## src/rtl/clmul_ctrl.sv

```systemverilog
// clmul_ctrl: Zbc execute-stage front end that sequences the two-cycle carry-less multiplier core
module clmul_ctrl #(
  parameter bit ZERO_BYPASS = 1'b1,
  parameter int TAG_W = 5
) (
  input  logic             clk,
  input  logic             resetn,
  input  logic             flush,
  input  logic             pipe_stall,
  input  logic             req_valid,
  output logic             req_ready,
  input  logic [1:0]       req_op,
  input  logic [31:0]      req_a,
  input  logic [31:0]      req_b,
  input  logic [TAG_W-1:0] req_tag,
  output logic             rsp_valid,
  input  logic             rsp_ready,
  output logic [31:0]      rsp_data,
  output logic [TAG_W-1:0] rsp_tag,
  output logic             busy,
  output logic             mul_start,
  output logic             mul_stall,
  output logic [31:0]      mul_a,
  output logic [31:0]      mul_b,
  input  logic             mul_eoc,
  input  logic [64:0]      mul_res
);
  localparam logic [1:0] IDLE = 2'd0, LAUNCH = 2'd1, BUSY = 2'd2, DONE = 2'd3;
  logic [1:0]       state_q, state_d, op_q;
  logic [31:0]      a_q, b_q, data_q, slice;
  logic [TAG_W-1:0] tag_q, rtag_q;
  logic             accept, bypass, unused_res;
  assign unused_res = mul_res[64];
  assign req_ready  = state_q == IDLE && !flush && !pipe_stall;
  assign accept     = req_valid && req_ready;
  assign bypass     = (ZERO_BYPASS && (req_a == '0 || req_b == '0)) || req_op == 2'b11;
  assign rsp_valid  = state_q == DONE;
  assign busy       = state_q != IDLE;
  assign mul_start  = state_q == LAUNCH && !flush;
  assign mul_stall  = pipe_stall;
  assign mul_a      = a_q;
  assign mul_b      = b_q;
  assign rsp_data   = data_q;
  assign rsp_tag    = rtag_q;
  // pick the architectural 32-bit window of the 64-bit product for the latched op
  always_comb begin
    slice = op_q == 2'b00 ? mul_res[31:0] :
            op_q == 2'b01 ? mul_res[63:32] :
            op_q == 2'b10 ? mul_res[62:31] : '0;
  end
  // sequencing: flush overrides every other transition
  always_comb begin
    state_d = state_q;
    case (state_q)
      IDLE:    state_d = accept ? (bypass ? DONE : LAUNCH) : IDLE;
      LAUNCH:  state_d = pipe_stall ? LAUNCH : BUSY;
      BUSY:    state_d = mul_eoc ? DONE : BUSY;
      default: state_d = rsp_ready ? IDLE : DONE;
    endcase
    if (flush) state_d = IDLE;
  end
  // state, request latches and the held response; eoc is captured even under stall
  always_ff @(posedge clk or negedge resetn) begin
    if (!resetn) begin
      state_q <= IDLE;
      op_q    <= '0;
      a_q     <= '0;
      b_q     <= '0;
      tag_q   <= '0;
      data_q  <= '0;
      rtag_q  <= '0;
    end else begin
      state_q <= state_d;
      if (accept) begin
        op_q  <= req_op;
        a_q   <= req_a;
        b_q   <= req_b;
        tag_q <= req_tag;
      end
      if (accept && bypass) begin
        data_q <= '0;
        rtag_q <= req_tag;
      end
      if (state_q == BUSY && mul_eoc && !flush) begin
        data_q <= slice;
        rtag_q <= tag_q;
      end
    end
  end
endmodule

```

## config.mk

```make
export PLATFORM = sky130hd
export DESIGN_NAME = clmul_ctrl
export DESIGN_NICKNAME = d
export VERILOG_FILES = /design/src/rtl/clmul_ctrl.sv
export SDC_FILE = /design/constraint.sdc
export NUM_CORES = 1
export LEC_CHECK = 0
export ABC_CLOCK_PERIOD_IN_PS = 2950
export BUFFER_PORTS_ARGS = -buffer_cell sky130_fd_sc_hd__buf_4
export CORE_UTILIZATION = 50
export DETAILED_ROUTE_END_ITERATION = 7
export MAX_ROUTING_LAYER = met4
export PLACE_DENSITY = 0.86
export SYNTH_ARGS = -nofsm -noshare
export SYNTH_HDL_FRONTEND = slang
export SYNTH_SLANG_ARGS = --single-unit
```

## constraint.sdc

```tcl
create_clock -name clk -period 2.95 [get_ports clk]
set_clock_uncertainty 0.15 [all_clocks]
set_input_delay 0.4425 -clock clk [delete_from_list [all_inputs] [get_ports clk]]
set_output_delay 0.4425 -clock clk [all_outputs]
set_load 0.05 [all_outputs]
```

# Word level (Yosys, flattened, before mapping)
# Cells that the tools add are included.
# op_classes
n_eq_ne,6
n_mux,14
n_reduce_logical,17
# op_table
cell,count
32-bit two-way mux,5
32-bit logical NOT,2
2-bit two-way mux,5
5-bit two-way mux,2
"2-bit equality test, second input constant",4
1-bit logical AND,7
2-bit case mux with 3 select lines,1
"2-bit by 1-bit equality test with 1-bit output, second input constant",2
2-bit logical NOT,2
2-bit nonzero test,2
1-bit logical NOT,2
1-bit logical OR,2
1-bit two-way mux,1
# word_totals
regBits,110
inputBits,143
out_inout_bits,106

# Depth between registers and ports, before layout
# Gate-level depths: netlist (run 1).
# depth
ltp_word,7
depth_mapped,7

# Least setup slack after synthesis (run 1)
# No wires, ideal clock.
# synth_timing
kind,register to register
from,reg state_q[0]
to,reg rtag_q[3] (netlist: rsp_tag[3])
t_arrival_ns,1.959
slack_ns,0.710
path_stages_with_launch,7
cell_sequence,dfrtp_1 nor4_4 nand2_1 buf_2 and3_1 a21oi_1 nand3_1
# synth_between
elab_chain_len,6
word_cells_on_any_way,10
cone_classes,eq/ne (1); mux (1); reduce/logical (8)
# synth_lines
element,line,source
"start, declared",29,"logic [1:0] state_q, state_d, op_q;"
"start signal, assigned",73,state_q <= state_d;
2-bit logical NOT,34,assign req_ready = state_q == IDLE && !flush && !pipe_stall;
1-bit logical AND (2 in a row),34,
named net req_ready,11,"output logic req_ready,"
1-bit logical AND,35,assign accept = req_valid && req_ready;
1-bit logical AND,80,if (accept && bypass) begin
2-bit nonzero test (no line),--,
"end signal, assigned",82,rtag_q <= req_tag;
"end signal, assigned",86,rtag_q <= tag_q;
"end, declared",31,"logic [TAG_W-1:0] tag_q, rtag_q;"
# The timed path passes the listed nets, and every way through them passes these cells.
# A chain may end at the register's enable or synchronous reset.

# Worst setup path after layout (run 1)
# layout_timing
from,reg state_q[0]
to,reg data_q[25] (netlist: rsp_data[25])
# layout_between
elab_chain_len,6
word_cells_on_any_way,10
cone_classes,eq/ne (1); mux (1); reduce/logical (8)
# layout_lines
element,line,source
2-bit logical NOT,34,
1-bit logical AND (2 in a row),34,
1-bit logical AND,35,
1-bit logical AND,80,
2-bit nonzero test (no line),--,
"end signal, assigned",85,data_q <= slice;
"end, declared",30,"logic [31:0] a_q, b_q, data_q, slice;"
# Parallel ways exist; a longest one is shown, timed or not.

==> impl_metrics.py, run 1 <==
metrics = {
    "run_status": {
        "outcome": "completed",
    },
    "timing": {
        "post-route-period-util": 0.750,
        "rsz0062_at_grt": "no",
        "worstMarginPinSlew_ns": 0.719,
        "finalMaxSlewViolations": 0,
        "period_needed_ns": 2.21,
        "hold_viol": 0,
        "maxSlewHeadroom": 0.518,
        "final.setup.tns_ns": 0,
        "setup_viol": 0,
        "timing.hold.ws_ns": 0.119,
        "fmax_mhz": 452,
    },
    "routing": {
        "drtAntennaViolNets": 0,
        "routed_wl_um": 14700,
        "dr.pass1.iters": 5,
        "drt_iter0_markers": 199,
        "routedWlPerCell_um": 15.4,
        "drc": 0,
        "dr_total_vias": 5049,
        "avgViaCountPerCell": 5.27,
    },
    "min_path": {
        "hold_path.class": "input pin to flop",
        "hold_end": "tag_q[0]",
        "hp-start": "req_tag[0]",
        "min_path_cells": 3,
    },
    "global_routing": {
        "grt_max_degree": 65,
        "first_global_vias": 4637,
        "grt_first_pass_wirelength_um": 21700,
        "grt_overflow_total": 0,
        "gr-usage-all-layers": 0.277,
        "antenna_found_initial": 0,
    },
    "floorplan": {
        "die_h_um": 103,
        "rows": 36,
        "die_x_um": 103,
        "io_pins": 249,
        "core_area_um2": 9860,
        "die_area_um2": 10700,
        "initial_core_util": 0.520,
    },
    "run": {
        "cap_violations": 0,
    },
    "place": {
        "hpwl_um": 11000,
        "io_buffers": 247,
        "gp_congestion": 0.829,
        "placed_cells": 941,
        "place_area_um2": 7060,
    },
    "setup_path": {
        "r2r-start": "state_q[0]",
        "cp.arrival_ns": 2.29,
        "r2r_slack_ns": 0.74,
        "path_class": "flop to flop",
        "rr_endpoint": "rsp_data[25]",
        "crit_path_max_fanout": 33,
        "cp-start-kind": "flop",
        "rr_worst_depth": 5,
        "worstPathRequired_ns": 3.03,
        "setup.worst_path.end_class": "flop",
    },
    "yosys": {
        "synth_fa_ha_area_frac": 0,
        "async_flop_share": 1.00,
        "yosys_warnings": 0,
        "synth_compound_area_frac": 0.0958,
        "synthXorXnorAreaFrac": 0,
        "synth-edff-count": 0,
        "synthMuxAreaShare": 0.0646,
        "syn_avg_cell_area_um2": 8.67,
        "synthFlopType": "dfrtp_1",
        "ys_types": 32,
        "syn_area_um2": 5130,
        "yosysSeqAreaShare": 0.536,
        "synth_top_family_by_area": "simple AND/OR/NAND/NOR gates",
        "postSynthCellCount": 592,
        "synth-simple-area-share": 0.261,
        "syn_nets": 735,
        "ys_seq_elements": 110,
    },
    "final_layout": {
        "nets": 963,
        "postLayoutCellArea_um2": 7260,
        "antenna_cells": 0,
        "syn_to_final_growth_pct": 41.4,
        "post-route-util": 0.736,
        "fin_cells": 958,
        "drive_above_1_share": 0.344,
    },
    "cts": {
        "clock_path_buffers": 2,
        "clkTransAtPathRegs_ns": 0.10,
        "clk_latency_ns": 0.36,
        "cts_tree": "done",
        "htreeDepth": 3,
        "cts_root_buffer": "clkbuf_8",
        "clock-sinks": 110,
        "numCtsBuffers": 9,
    },
    "power_and_ir_drop": {
        "pwr_density_cell_nw_per_um2": 768,
        "p_leak_nw": 3.83,
        "peakVddDrop_v": 0.000528,
    },
}
==> cell usage in the layout (no fill, tap or decap), drive strengths merged, types with 3 or more instances in the layout <==
cell type,instances
nor2,33
o211ai,5
a21oi,39
clkbuf,10
buf,258
nand2,248
nand3,5
o22ai,33
nor4,17
and3,5
nand4,9
dfrtp,110
mux2i,32
clkinvlp,3
==> worst max-delay path by stage <==
| stage | startpoint | slack (ns) | to |
|---|---|---|---|
| after global placement | req_b[1] | 0.53 | rsp_data[25] |
| after floorplan | state_q[0] | 0.71 | rsp_tag[3] |
| after global routing | state_q[0] | 0.56 | rsp_data[10] |
| after detailed placement | req_a[24] | 0.50 | rsp_data[9] |
| after CTS | state_q[0] | 0.71 | rsp_data[9] |
| final | state_q[0] | 0.74 | rsp_data[25] |
==> stage by stage <==
stage | power (mW) | worst slack, ns
finish | 5.57 | 0.738
global route | 5.83 | 0.560
CTS | 5.61 | 0.708
detailed placement | 4.71 | 0.498
global placement | 4.64 | 0.529
floorplan | 3.78 | 0.710
==> cell type report <==
type	count	area, um2
sequential	110	2750
fill	756	2610
multi-input combinational	439	2170
timing repair buffer	259	1970
tap	133	166
clock buffer	10	128
clock inverter	6	62.6
inverter	1	3.75
==> routing by layer <==
| metal | up-vias | routed length (um) | GRT usage |
|---|---|---|---|
| met5 | - | 0 | - |
| met4 | 0 | 424 | 0.133 |
| met3 | 35 | 1160 | 0.0491 |
| met2 | 234 | 7340 | 0.478 |
| met1 | 2348 | 5790 | 0.314 |
| li1 | 2432 | - | - |
==> synthesized netlist by cell type (2+ instances only) <==
library cell | number | area (um2)
nand4_1 | 9 | 56.3
buf_4 | 5 | 37.5
nor2_1 | 33 | 124
nand3_1 | 5 | 25.0
a21oi_1 | 38 | 190
clkbuf_1 | 21 | 78.8
o22ai_1 | 31 | 194
dfrtp_1 | 110 | 2750
o211ai_1 | 5 | 37.5
buf_6 | 3 | 33.8
mux2i_1 | 32 | 320
buf_2 | 12 | 60.1
nand2_1 | 248 | 931
o22ai_2 | 2 | 25.0
o21a_1 | 2 | 15.0
nor4_1 | 16 | 100
and3_1 | 5 | 31.3
==> flip-flops by register name, indices dropped and copies added (netlist names) <==
name / count
rsp_tag: 5
state_q: 2
mul_a: 32
op_q: 2
tag_q: 5
rsp_data: 32
mul_b: 32
==> critical path, cell delays in order, from the launching register on <==
cell and delay (ns):
dfrtp_1 0.49, nor4_4 0.35, nand2_2 0.36, a21oi_4 0.21
buf_4 0.37, o22ai_1 0.13
==> power breakdown <==
| group | leakage, nW | internal, mW | switching [mW] |
|---|---|---|---|
| Clock | 0.0883 | 0.390 | 0.500 |
| Combinational | 2.36 | 0.831 | 1.81 |
| Sequential | 1.39 | 1.84 | 0.201 |
| Total | 3.83 | 3.07 | 2.51 |
==> what timing repair did <==
item,4_1_cts,5_1_grt
hold buffers,1,0
gates resized for setup,0,0
endpoints found under the hold margin,36,0
setup buffers,0,0
==> logic make-up after synthesis <==
kind of cell / count (synthesis)
and+or+nand+nor: 325
DFF: 110
AOI/OAI and AO/OA: 81
buffers and inverters: 43
muxes: 33
No activity file was read; power rests on OpenSTA's default activity.
==> run 2: changes to the inputs <==
==> config.mk (replaced) <==
export PLATFORM = sky130hd
export DESIGN_NAME = clmul_ctrl
export DESIGN_NICKNAME = d
export VERILOG_FILES = /design/src/rtl/clmul_ctrl.sv
export SDC_FILE = /design/constraint.sdc
export NUM_CORES = 1
export LEC_CHECK = 0
export ABC_CLOCK_PERIOD_IN_PS = 2100
export BUFFER_PORTS_ARGS = -buffer_cell sky130_fd_sc_hd__buf_4
export CORE_UTILIZATION = 46
export DETAILED_ROUTE_END_ITERATION = 7
export MAX_ROUTING_LAYER = met4
export PLACE_DENSITY = 0.8
export SYNTH_ARGS = -nofsm -noshare
export SYNTH_HDL_FRONTEND = slang
export SYNTH_SLANG_ARGS = --single-unit
==> constraint.sdc (replaced) <==
create_clock -name clk -period 2.1 [get_ports clk]
set_clock_uncertainty 0.15 [all_clocks]
set_input_delay 0.315 -clock clk [delete_from_list [all_inputs] [get_ports clk]]
set_output_delay 0.315 -clock clk [all_outputs]
set_load 0.05 [all_outputs]
==> run 2 against run 1 <==
The run now ends with negative setup slack left. Combinational power rose by 46%. Register-to-register slack got worse by 0.50 ns. Sequential share of layout area shrank 4.0 points. Count of clock-buffer cells in the layout up 3. Global-route usage increased by 2.3 points. Non-clock buffer count is 61 higher.
==> impl_metrics.py, run 2 (synthesis results as in run 1) <==
metrics = {
    "cts": {
        "cts_tree": "done",
        "numCtsBuffers": 9,
        "cts_root_buffer": "clkbuf_8",
        "clk_latency_ns": 0.36,
        "htreeDepth": 3,
        "clkTransAtPathRegs_ns": 0.09,
        "clock-sinks": 110,
        "clock_path_buffers": 2,
    },
    "power_and_ir_drop": {
        "pwr_density_cell_nw_per_um2": 1010,
        "clkPwrFrac": 0.172,
        "peakVddDrop_v": 0.000772,
        "p_seq_frac": 0.357,
        "p_int_mw": 4.56,
        "p_leak_nw": 4.18,
        "p_sw_mw": 3.61,
        "power_frac_comb": 0.472,
        "p_sw_frac": 0.442,
        "p_total_mw": 8.16,
    },
    "run_status": {
        "outcome": "finished, violations left",
        "violations": "negative setup slack",
    },
    "timing": {
        "setup_slack_ns": -0.0258,
        "hold_viol": 0,
        "maxSlewHeadroom": 0.602,
        "period_needed_ns": 2.13,
        "timing.hold.ws_ns": 0.0232,
        "fmax_mhz": 470,
        "finalMaxSlewViolations": 0,
        "worstMarginPinSlew_ns": 0.597,
        "setup_viol": 26,
        "post-route-period-util": 1.01,
    },
    "routing": {
        "drt_iter0_markers": 472,
        "routedWlPerCell_um": 17.2,
        "dr.pass1.iters": 5,
        "routed_wl_um": 17700,
        "drc": 0,
        "drtAntennaViolNets": 0,
        "dr_total_vias": 5489,
        "avgViaCountPerCell": 5.35,
    },
    "min_path": {
        "hold_end": "state_q[0]",
        "min_path_cells": 2,
        "hp-start": "rsp_ready",
        "hold_path.class": "input pin to flop",
    },
    "final_layout": {
        "final_cell_mix": "buf_4 (254), nand2_1 (247), dfrtp_1 (108)",
        "drive_above_1_share": 0.337,
        "antenna_cells": 0,
        "nFillCells": 757,
        "syn_to_final_growth_pct": 58.2,
        "nets": 1024,
        "layout_commonest_cell": "buf_4",
    },
    "global_routing": {
        "grt_overflow_total": 0,
        "first_global_vias": 5471,
        "gr-usage-all-layers": 0.300,
        "antenna_found_initial": 0,
        "grt_first_pass_wirelength_um": 26000,
        "grt_max_degree": 111,
    },
    "setup_path": {
        "max_stage_delay_ns": 0.53,
        "cp-start-kind": "input pin",
        "rr_endpoint": "rsp_data[24]",
        "rr_worst_depth": 4,
        "r2r-start": "state_q[1]",
        "crit_path_max_fanout": 8,
        "path_class": "input pin to flop",
        "path_cells": "dlygate4sd3_1 -> buf_4 -> nor4_2 -> nand4_1 -> o21a_1 -> a21oi_4 -> buf_12 -> clkbuf_16 -> o22ai_1",
        "setup.worst_path.end_class": "flop",
        "crit_slowest_cell": "dlygate4sd3_1",
        "cp.arrival_ns": 2.21,
        "r2r_slack_ns": 0.24,
        "worstPathRequired_ns": 2.18,
    },
    "floorplan": {
        "initial_core_util": 0.473,
        "io_pins": 249,
        "rows": 38,
        "die_area_um2": 11600,
        "die_x_um": 108,
        "die_h_um": 108,
        "core_area_um2": 10800,
    },
    "run": {
        "cap_violations": 0,
    },
    "place": {
        "hpwl_um": 11100,
        "gp_congestion": 0.894,
        "io_buffers": 247,
    },
}
==> run 2: cell count changes in the layout (fill, tap and decap cells not counted), sizes merged <==
| cell | before | now |
|---|---|---|
| dlygate4sd3 | 1 | 53 |
| clkbuf | 10 | 16 |
| buf | 258 | 262 |
| clkinvlp | 3 | 0 |
| dlymetal6s4s | 0 | 2 |
| bufinv | 1 | 2 |
| clkinv | 2 | 1 |
==> run 2: layout make-up <==
class | instances | area (um2) | share of cell area
Sequential cell | 110 | 2760 | 0.339
Timing Repair Buffer | 320 | 2690 | 0.332
Tap cell | 140 | 175 | 0.0216
Clock inverter | 3 | 68.8 | 0.00848
Clock buffer | 13 | 149 | 0.0183
Multi-Input combinational cell | 439 | 2270 | 0.280
Inverter | 1 | 3.75 | 0.000462
==> run 2: worst max-delay path by stage <==
stage               start           end  slack [ns]  cells past startpoint
4_1_cts          req_b[8]  rsp_data[24]        0.01                      8
3_3_place_gp    req_a[16]  rsp_data[18]        0.07                      7
5_1_grt         req_b[26]  rsp_data[20]       -0.09                      9
6_report        req_b[26]   rsp_data[1]       -0.03                      9
3_5_place_dp    req_a[16]  rsp_data[24]       0.003                      7
2_1_floorplan  state_q[1]    rsp_tag[3]      0.0007                      6
==> run 2: metal layers <==
metal / GRT usage / routed length (um) / vias up
met1: 0.329 / 6540 / 2589
met4: 0.177 / 685 / 0
met2: 0.503 / 8990 / 297
li1: - / - / 2549
met5: - / 0 / -
met3: 0.0623 / 1480 / 54
==> run 2: power groups by stage <==
| stage | clock, mW | combinational (mW) | sequential [mW] |
|---|---|---|---|
| floorplan | 0 | 0.870 | 4.45 |
| global placement | 0 | 3.65 | 2.90 |
| detailed placement | 0 | 3.71 | 2.93 |
| CTS | 1.43 | 3.79 | 2.90 |
| global route | 1.51 | 4.05 | 2.96 |
| finish | 1.40 | 3.85 | 2.91 |
==> run 2: repair_timing <==
| item | CTS | global route |
|---|---|---|
| hold buffers | 55 | 0 |
| setup endpoints to repair | 0 | 35 |
| hold endpoints to repair | 164 | 0 |
| setup buffers | 0 | 1 |
| resized for setup | 0 | 19 |
==> run 2: worst max-delay path, delay by kind of cell <==
family / cells / cell delay, ns
buffers and inverters: 4 / 0.98
AO/OA/AOI/OAI: 3 / 0.51
AND/OR/NAND/NOR: 2 / 0.40
==> run 2: per-stage QoR <==
stage	setup slack, ns	instances	instance area, um2	utilization	TNS (ns)
floorplan	0.000729	592	5140	-	0
global placement	0.0679	953	7150	0.660	0
detailed placement	0.00256	953	7150	0.660	0
CTS	0.00984	1024	7920	0.731	0
global route	-0.0859	1026	8120	0.749	-2.44
finish	-0.0258	1026	8120	0.749	-0.385
==> run 3: changes to the inputs <==
--- a/config.mk
+++ b/config.mk
@@ -11,6 +11,7 @@
 export DETAILED_ROUTE_END_ITERATION = 7
 export MAX_ROUTING_LAYER = met4
 export PLACE_DENSITY = 0.8
+export RECOVER_POWER = 25
 export SYNTH_ARGS = -nofsm -noshare
 export SYNTH_HDL_FRONTEND = slang
 export SYNTH_SLANG_ARGS = --single-unit
==> run 3 against run 2 <==
The run still ends with negative setup slack left. Sequential share of layout area grew 0.052 points. Critical path depth did not move. Core utilization shrank 0.12 points. Critical path type unchanged. Cell count stayed put. Register-to-register slack hardly changed.
==> impl_metrics.py, run 3 (synthesis results as in run 1) <==
metrics = {
    "cts": {
        "cts_root_buffer": "clkbuf_8",
        "htreeDepth": 3,
        "cts_tree": "done",
        "clock-sinks": 110,
        "numCtsBuffers": 9,
        "clock_path_buffers": 2,
        "clkTransAtPathRegs_ns": 0.09,
        "clk_latency_ns": 0.36,
    },
    "timing": {
        "fmax_mhz": 470,
        "post-route-period-util": 1.01,
        "setup_viol": 27,
        "finalMaxSlewViolations": 0,
        "period_needed_ns": 2.13,
        "worstMarginPinSlew_ns": 0.992,
        "final.setup.tns_ns": -0.395,
        "maxSlewHeadroom": 0.339,
        "setup_slack_ns": -0.0265,
        "hold_viol": 0,
    },
    "routing": {
        "highest_layer": "met4",
        "dr_total_vias": 5494,
        "dr.pass1.iters": 5,
        "routedWlPerCell_um": 17.3,
        "routed_wl_um": 17700,
        "drc": 0,
        "drtAntennaViolNets": 0,
        "wl_met1_um": 6560,
        "wl_met2_um": 9000,
        "wl_met3_um": 1490,
        "avgViaCountPerCell": 5.35,
        "drt_iter0_markers": 472,
    },
    "setup_path": {
        "cp.arrival_ns": 2.21,
        "setup.worst_path.end_class": "flop",
        "worstPathRequired_ns": 2.18,
        "cp-start-kind": "input pin",
        "path_class": "input pin to flop",
        "crit_path_max_fanout": 8,
        "rr_worst_depth": 4,
    },
    "power_and_ir_drop": {
        "clkPwrFrac": 0.172,
        "p_leak_nw": 4.17,
        "p_sw_frac": 0.442,
        "p_total_mw": 8.16,
        "peakVddDrop_v": 0.000756,
        "pwr_density_cell_nw_per_um2": 1010,
        "p_sw_mw": 3.61,
        "power_frac_comb": 0.471,
        "p_int_mw": 4.56,
        "p_seq_frac": 0.357,
    },
    "final_layout": {
        "final_cell_mix": "buf_4 (252), nand2_1 (247), dfrtp_1 (108)",
        "layout_commonest_cell": "buf_4",
        "antenna_cells": 0,
        "syn_to_final_growth_pct": 57.9,
        "fin_cells": 1026,
        "post-route-util": 0.748,
        "nFillCells": 757,
        "nets": 1024,
        "drive_above_1_share": 0.336,
    },
    "floorplan": {
        "initial_core_util": 0.473,
        "io_pins": 249,
        "die_x_um": 108,
        "core_area_um2": 10800,
        "rows": 38,
        "die_area_um2": 11600,
        "die_h_um": 108,
    },
    "run_status": {
        "outcome": "finished, violations left",
        "violations": "negative setup slack",
    },
    "min_path": {
        "min_path_cells": 2,
        "hold_path.class": "input pin to flop",
    },
    "global_routing": {
        "gr-usage-all-layers": 0.300,
        "first_global_vias": 5471,
        "grt_overflow_total": 0,
        "antenna_found_initial": 0,
        "grt_first_pass_wirelength_um": 26000,
        "grt_max_degree": 111,
    },
    "place": {
        "hpwl_um": 11100,
        "placed_cells": 953,
        "dp_slack_ns": 0.00256,
        "io_buffers": 247,
        "gp_congestion": 0.894,
    },
    "run": {
        "cap_violations": 0,
    },
}
[run 3: changes by cell type in the layout (fill, tap and decap cells not counted), sizes merged]
cell    before  now
buf        262  260
clkbuf      16   18
[run 3: cell type report]
| class | count | area, um2 | area share |
|---|---|---|---|
| clock buffers | 13 | 149 | 0.0184 |
| clock inverters | 3 | 68.8 | 0.00849 |
| inverters | 1 | 3.75 | 0.000463 |
| multi-input cells | 439 | 2270 | 0.281 |
| flip-flops and latches | 110 | 2760 | 0.340 |
| well taps | 140 | 175 | 0.0216 |
| repair buffers | 320 | 2680 | 0.331 |
[run 3: path summary, 6_finish.rpt]
| kind | end | startpoint | slack, ns |
|---|---|---|---|
| max | rsp_data[1] | req_b[26] | -0.03 |
| min | state_q[0] | rsp_ready | 0.02 |
| max reg2reg | rsp_data[24] | state_q[1] | 0.24 |
| min reg2reg | mul_b[6] | mul_b[6] | 0.33 |
| max in group asynchronous | op_q[1] | resetn | 0.47 |
| min in group asynchronous | rsp_data[6] | resetn | 0.57 |
[run 3: timing repair]
action                     4_1_cts  5_1_grt
setup endpoints to repair        0       35
setup buffers                    0        1
gates resized for setup          0       19
hold buffers                    55        0
hold endpoints to repair       164        0
[run 3: per-layer routing]
layer	up-vias	GRT usage
met3	53	0.0623
li1	2552	-
met2	298	0.503
met1	2591	0.329
met4	0	0.177
met5	-	-
[run 3: power by group through the flow]
| stage | Clock, mW | Combinational (mW) | Sequential [mW] |
|---|---|---|---|
| 2_1_floorplan | 0 | 0.870 | 4.45 |
| 3_3_place_gp | 0 | 3.65 | 2.90 |
| 3_5_place_dp | 0 | 3.71 | 2.93 |
| 4_1_cts | 1.43 | 3.79 | 2.90 |
| 5_1_grt | 1.51 | 4.05 | 2.96 |
| 6_report | 1.40 | 3.85 | 2.91 |
[run 3: worst max-delay path, cell delays in order]
cell and delay [ns]:
dlygate4sd3_1 0.53, buf_4 0.15, nor4_2 0.22, nand4_1 0.18, o21a_1 0.28, a21oi_4 0.17, buf_12 0.15, clkbuf_16 0.15
o22ai_1 0.06
[run 3: per-stage QoR]
step           hold slack (ns)  area (um2)
2_1_floorplan           -0.131        5140
3_3_place_gp             0.281        7150
3_5_place_dp             0.287        7150
4_1_cts               0.000413        7920
5_1_grt                0.00292        8110
6_report                0.0235        8110
